`src/rtl/regfile16x8_sequencer.sv`:
```
// Command sequencer for the 16-bit x 8-entry register file.
// Accepts one read/write command at a time. Holds rf_enable with stable select/data for
// HOLD_CYCLES cycles, then inserts one idle GAP cycle. Returns the response over a
// valid/ready handshake. Every output is a flop, so cmd_* and rsp_ready never reach an
// output combinationally.
module regfile16x8_sequencer #(
    parameter int unsigned HOLD_CYCLES = 3  // legal range 2..15
) (
    input  logic        aclk,
    input  logic        aresetn,
    input  logic        cmd_valid,
    output logic        cmd_ready,
    input  logic        cmd_write,
    input  logic [2:0]  cmd_select,
    input  logic [15:0] cmd_data,
    output logic        rsp_valid,
    input  logic        rsp_ready,
    output logic        rsp_write,
    output logic [15:0] rsp_data,
    output logic        rf_enable,
    output logic        rf_write,
    output logic [2:0]  rf_select,
    output logic [15:0] rf_data,
    input  logic [15:0] rf_rdata
);

    typedef enum logic [1:0] {StIdle, StDrive, StGap, StResp} state_e;

    localparam logic [3:0] HoldLoad = 4'(HOLD_CYCLES - 1);

    state_e     state_q;
    logic [3:0] hold_cnt_q;

    // Sequencer FSM. The rf_* registers double as the command registers: they are loaded
    // on accept and left untouched until the next accept, which keeps select/data stable
    // through DRIVE and GAP.
    always_ff @(posedge aclk or negedge aresetn) begin
        if (!aresetn) begin
            state_q    <= StIdle;
            hold_cnt_q <= 4'd0;
            cmd_ready  <= 1'b1;
            rsp_valid  <= 1'b0;
            rsp_write  <= 1'b0;
            rsp_data   <= 16'h0000;
            rf_enable  <= 1'b0;
            rf_write   <= 1'b0;
            rf_select  <= 3'd0;
            rf_data    <= 16'h0000;
        end else begin
            unique case (state_q)
                StIdle: begin
                    if (cmd_valid && cmd_ready) begin
                        cmd_ready  <= 1'b0;
                        rf_enable  <= 1'b1;
                        rf_write   <= cmd_write;
                        rf_select  <= cmd_select;
                        // Reads present zero on the write-data bus.
                        rf_data    <= cmd_write ? cmd_data : 16'h0000;
                        hold_cnt_q <= HoldLoad;
                        state_q    <= StDrive;
                    end
                end
                StDrive: begin
                    if (hold_cnt_q == 4'd0) begin
                        // Last enabled cycle: read data is settled at this edge.
                        rsp_write <= rf_write;
                        rsp_data  <= rf_write ? rf_data : rf_rdata;
                        rf_enable <= 1'b0;
                        rf_write  <= 1'b0;
                        state_q   <= StGap;
                    end else begin
                        hold_cnt_q <= hold_cnt_q - 4'd1;
                    end
                end
                StGap: begin
                    rsp_valid <= 1'b1;
                    state_q   <= StResp;
                end
                StResp: begin
                    if (rsp_valid && rsp_ready) begin
                        rsp_valid <= 1'b0;
                        cmd_ready <= 1'b1;
                        state_q   <= StIdle;
                    end
                end
                default: begin
                    state_q <= StIdle;
                end
            endcase
        end
    end

endmodule

```
`config.mk`:
```
export PLATFORM = sky130hd
export DESIGN_NAME = regfile16x8_sequencer
export DESIGN_NICKNAME = d
export VERILOG_FILES = /design/src/rtl/regfile16x8_sequencer.sv
export SDC_FILE = /design/constraint.sdc
export NUM_CORES = 1
export LEC_CHECK = 0
export BUFFER_PORTS_ARGS = -buffer_cell sky130_fd_sc_hd__buf_2
export CAP_MARGIN = 5
export CORE_ASPECT_RATIO = 2
export CORE_MARGIN = 10
export CORE_UTILIZATION = 45
export CTS_BUF_LIST = sky130_fd_sc_hd__clkbuf_4 sky130_fd_sc_hd__clkbuf_8
export DETAILED_ROUTE_END_ITERATION = 8
export HOLD_SLACK_MARGIN = 0.12
export PLACE_DENSITY = 0.72
export SLEW_MARGIN = 20
export SYNTH_ARGS = -nofsm -noshare
export SYNTH_HDL_FRONTEND = slang
export SYNTH_SLANG_ARGS = --single-unit
```
`constraint.sdc`:
```
create_clock -name aclk -period 1.9 [get_ports aclk]
set_input_delay 0.38 -clock aclk [delete_from_list [all_inputs] [get_ports aclk]]
set_output_delay 0.38 -clock aclk [all_outputs]
set_load 0.05 [all_outputs]
```
==> tab_implementation.tex <==
\begin{tabular}{lr}
\hline
Metric & Value \\
\hline
\multicolumn{2}{l}{\textbf{Status}} \\
Status & complete, no violations \\
\multicolumn{2}{l}{\textbf{Global routing}} \\
First-pass GRT wire length & $\sim$8.9 mm \\
Overflow after GRT & 0 \\
Antenna violations before repair & 0 \\
Vias in the first global route & approximately 1,900 \\
GRT Total Usage & 0.146 \\
Largest net degree at the start of global routing & 33 \\
\multicolumn{2}{l}{\textbf{Hold path}} \\
Worst min-delay path category & in2reg \\
\multicolumn{2}{l}{\textbf{Timing}} \\
Setup total negative slack & 0 ps \\
Worst clock skew & approximately 3.2 ps \\
Max-Slew Margin vs Limit & 0.653 \\
Endpoints failing setup & 0 \\
Final Max Slew Viols & 0 \\
Highest attainable clock frequency & 564 MHz \\
Final critical-path required period & 1770 ps \\
Final hold violation count & 0 \\
Final clock period utilization by the worst path & 0.933 \\
Setup repair after global routing missed its margin & false \\
Slew at the pin closest to its max-slew limit & about 520 ps \\
\multicolumn{2}{l}{\textbf{Finish}} \\
Non-Filler Instances & between 300 and 400 \\
Area of the multi-input gates & 857 um\^{}2 \\
Layout overhead on the synthesized area & 28.8\% \\
Final instance area & 2720 um\^{}2 \\
\# diodes & 0 \\
Fill cell count & $\sim$420 \\
Share of post-route cells with drive strength above 1 & 0.350 \\
FF/Latch Area & 1150 um\^{}2 \\
Total Nets Final & 339 \\
\multicolumn{2}{l}{\textbf{Floorplan}} \\
Area of the die & 7990 um\^{}2 \\
Initial Util & 0.463 \\
Number of standard-cell rows in the floorplan & 35 \\
Die X-Extent & $\sim$68 um \\
Top-Level Pins & 80 \\
Area of the core & 4550 um\^{}2 \\
Chip height & 117 um \\
\multicolumn{2}{l}{\textbf{Clock network}} \\
Clock Sinks & between 40 and 50 \\
CTS Root Buffer Type & sky130\_fd\_sc\_hd\_\_clkbuf\_8 \\
Clock H-tree levels & 2 \\
Worst skew pair latency & 300 ps \\
CTS hold repair buffers & 1 \\
Clock-pin slew of the registers on the worst-case setup and hold paths & approximately 80 ps \\
CTS tree & built \\
Number of gates resized after cts & 0 \\
Number of CTS-inserted buffers & 5 \\
Number of setup buffers added after CTS & 0 \\
Clock buffer depth & 2 \\
\multicolumn{2}{l}{\textbf{Pwr}} \\
Peak VDD IR & 1230 uV \\
Power per unit of standard cell area & 2120 nW/um\^{}2 \\
Static leakage power & 1.48 nW \\
\multicolumn{2}{l}{\textbf{Setup path}} \\
Crit path launch type & flip-flop \\
Sort of element at the end of the critical path & flip-flop \\
Arrival time reported for the critical path endpoint & a little under 2000 ps \\
Required time at the worst-slack endpoint & 2080 ps \\
Worst Path Max Fanout & 4 \\
Worst Setup Path Type & reg2reg \\
\multicolumn{2}{l}{\textbf{Detailed routing}} \\
Routed vias & 1,798 \\
Routed vias/inst & 5.15 \\
Drt drc & 0 \\
Initial DRC count & 37 \\
1st-pass router iterations & 4 \\
Detailed-route wire length per cell & 16.1 um \\
DRT antenna net count & 0 \\
Detailed Route WL & 5.63 mm \\
\multicolumn{2}{l}{\textbf{Placement}} \\
Number of port buffers & approximately 80 \\
Final RePlAce weighted congestion & about 0.83 \\
HPWL after detailed placement & 4.51 mm \\
Post-placement cell area & between 2000 and 3000 um\^{}2 \\
Placed cell count & 340 \\
\multicolumn{2}{l}{\textbf{Synth}} \\
Top-area cell type share of the netlist area & 0.534 \\
Ys flop type & sky130\_fd\_sc\_hd\_\_dfrtp\_1 \\
Most numerous cell in the Yosys netlist & sky130\_fd\_sc\_hd\_\_dfrtp\_1 \\
Count of distinct cell types in the synthesized netlist & 28 \\
Async S/R FF share, synth & 1.00 \\
Most frequent cells after synthesis & 45 x sky130\_fd\_sc\_hd\_\_dfrtp\_1, 35 x sky130\_fd\_sc\_hd\_\_nand2\_1, 20 x sky130\_fd\_sc\_hd\_\_a21oi\_1 \\
Syn. warnings & 0 \\
Synthesis-stage register bit count & 46 \\
Mean area per synthesized cell & 10.0 um\^{}2 \\
Ranking of synthesized cells by area & sky130\_fd\_sc\_hd\_\_dfrtp\_1 53\%, sky130\_fd\_sc\_hd\_\_mux2i\_1 8.5\%, sky130\_fd\_sc\_hd\_\_nand2\_1 6.2\% \\
Net count after synthesis & 256 \\
Count of mapped cells out of synthesis & 210 \\
Number of enable flip-flop cells after synthesis & 0 \\
Cell taking the most area after synthesis & sky130\_fd\_sc\_hd\_\_dfrtp\_1 \\
Cell Area, Synth & about 2100 um\^{}2 \\
Seq/Total Area, Yosys & 0.547 \\
\multicolumn{2}{l}{\textbf{Run}} \\
Max-capacitance violation count & 0 \\
\hline
\end{tabular}
-- final cells by class --
class                      count  area share
clock inverter                 2      0.0138
inverter                      10      0.0138
tap                           55      0.0253
clock buffer                   6      0.0281
multi-input combinational    141       0.316
sequential                    46       0.424
timing repair buffer          89       0.179
-- per-layer routing --
metal  vias up  routed length [um]  GRT usage  part of all wire
li1        875                   -          -                 -
met5         -                   0          0                 0
met4         0                 138     0.0648             0.025
met2        54                3280      0.278              0.58
met3        10                 392     0.0362             0.070
met1       859                1820      0.135              0.32
-- final timing paths --
| path | start | to | slack, ps | depth (start not counted) |
|---|---|---|---|---|
| setup / recovery | hold_cnt_q[0]$_DFFE_PN0P_ | state_q[1]$_DFFE_PN0P_ | 130 | 5 |
| hold / removal | cmd_data[10] | rf_data[10]$_DFFE_PN0P_ | 310 | 3 |
| setup reg to reg | hold_cnt_q[0]$_DFFE_PN0P_ | state_q[1]$_DFFE_PN0P_ | 130 | 5 |
| hold reg to reg | rf_data[0]$_DFFE_PN0P_ | rf_data[0]$_DFFE_PN0P_ | 490 | 2 |
| max in group asynchronous | aresetn | rsp_data[4]$_DFFE_PN0P_ | 790 | 3 |
| min in group asynchronous | aresetn | rsp_valid$_DFFE_PN0P_ | 590 | 2 |
-- power by group --
group / internal, mW / switching [mW]
clock: 0.407 / 0.332
combinational: 0.908 / 2.33
sequential: 1.46 / 0.313
-- per-stage QoR --
step / power [mW] / hold WS [ps] / util / setup slack [ps]
after floorplan: 4.24 / 84.4 / - / 213
after global placement: 4.99 / 388 / 0.569 / 180
after detailed placement: 5.07 / 387 / 0.569 / 134
after CTS: 5.82 / 301 / 0.596 / 123
after global routing: 6.12 / 304 / 0.596 / 42.8
final: 5.75 / 307 / 0.596 / 128
-- cell usage in the layout, fill, tap and decap left out, drive strengths merged --
cell         instances
and3                 1
dfstp                1
a211oi               1
o211ai               1
mux2                 5
a2bb2oi              1
nand2b               1
dfrtp               45
or3                  1
o311ai               1
clkbuf               6
nor3                 1
buf                 88
inv                 10
nor2b                1
mux2i               18
and4bb               1
a21oi               20
nor2                19
a31oi                1
clkinvlp             1
a21boi               2
dlygate4sd3          1
nand2               35
nand3               19
o22a                 1
or3b                 1
bufinv               1
ha                   6
o22ai                4
-- kinds of logic (layout without fill, tap and decap cells) --
group,after synthesis,in the layout,synth area share
adder cells (fa/ha/maj),6,6,0.0356
buffers and inverters,23,107,0.0469
AND/OR/NAND/NOR,80,80,0.167
AO/OA/AOI/OAI,32,32,0.0914
multiplexers,23,23,0.112
flip-flops,46,46,0.547
-- sequential cells by signal (all words and copies together), names as in the netlist, 2 cells and up --
name	flops
rf_data	16
rsp_data	16
hold_cnt_q	4
rf_select	3
state_q	2
-- worst max-delay path: stages, from the launching register on --
cell	delay (ps)
sky130_fd_sc_hd__dfrtp_1	410
sky130_fd_sc_hd__inv_1	90
sky130_fd_sc_hd__ha_1	150
sky130_fd_sc_hd__or3b_4	400
sky130_fd_sc_hd__a211oi_2	270
sky130_fd_sc_hd__mux2_1	340
No activity file was read; power rests on OpenSTA's default activity.
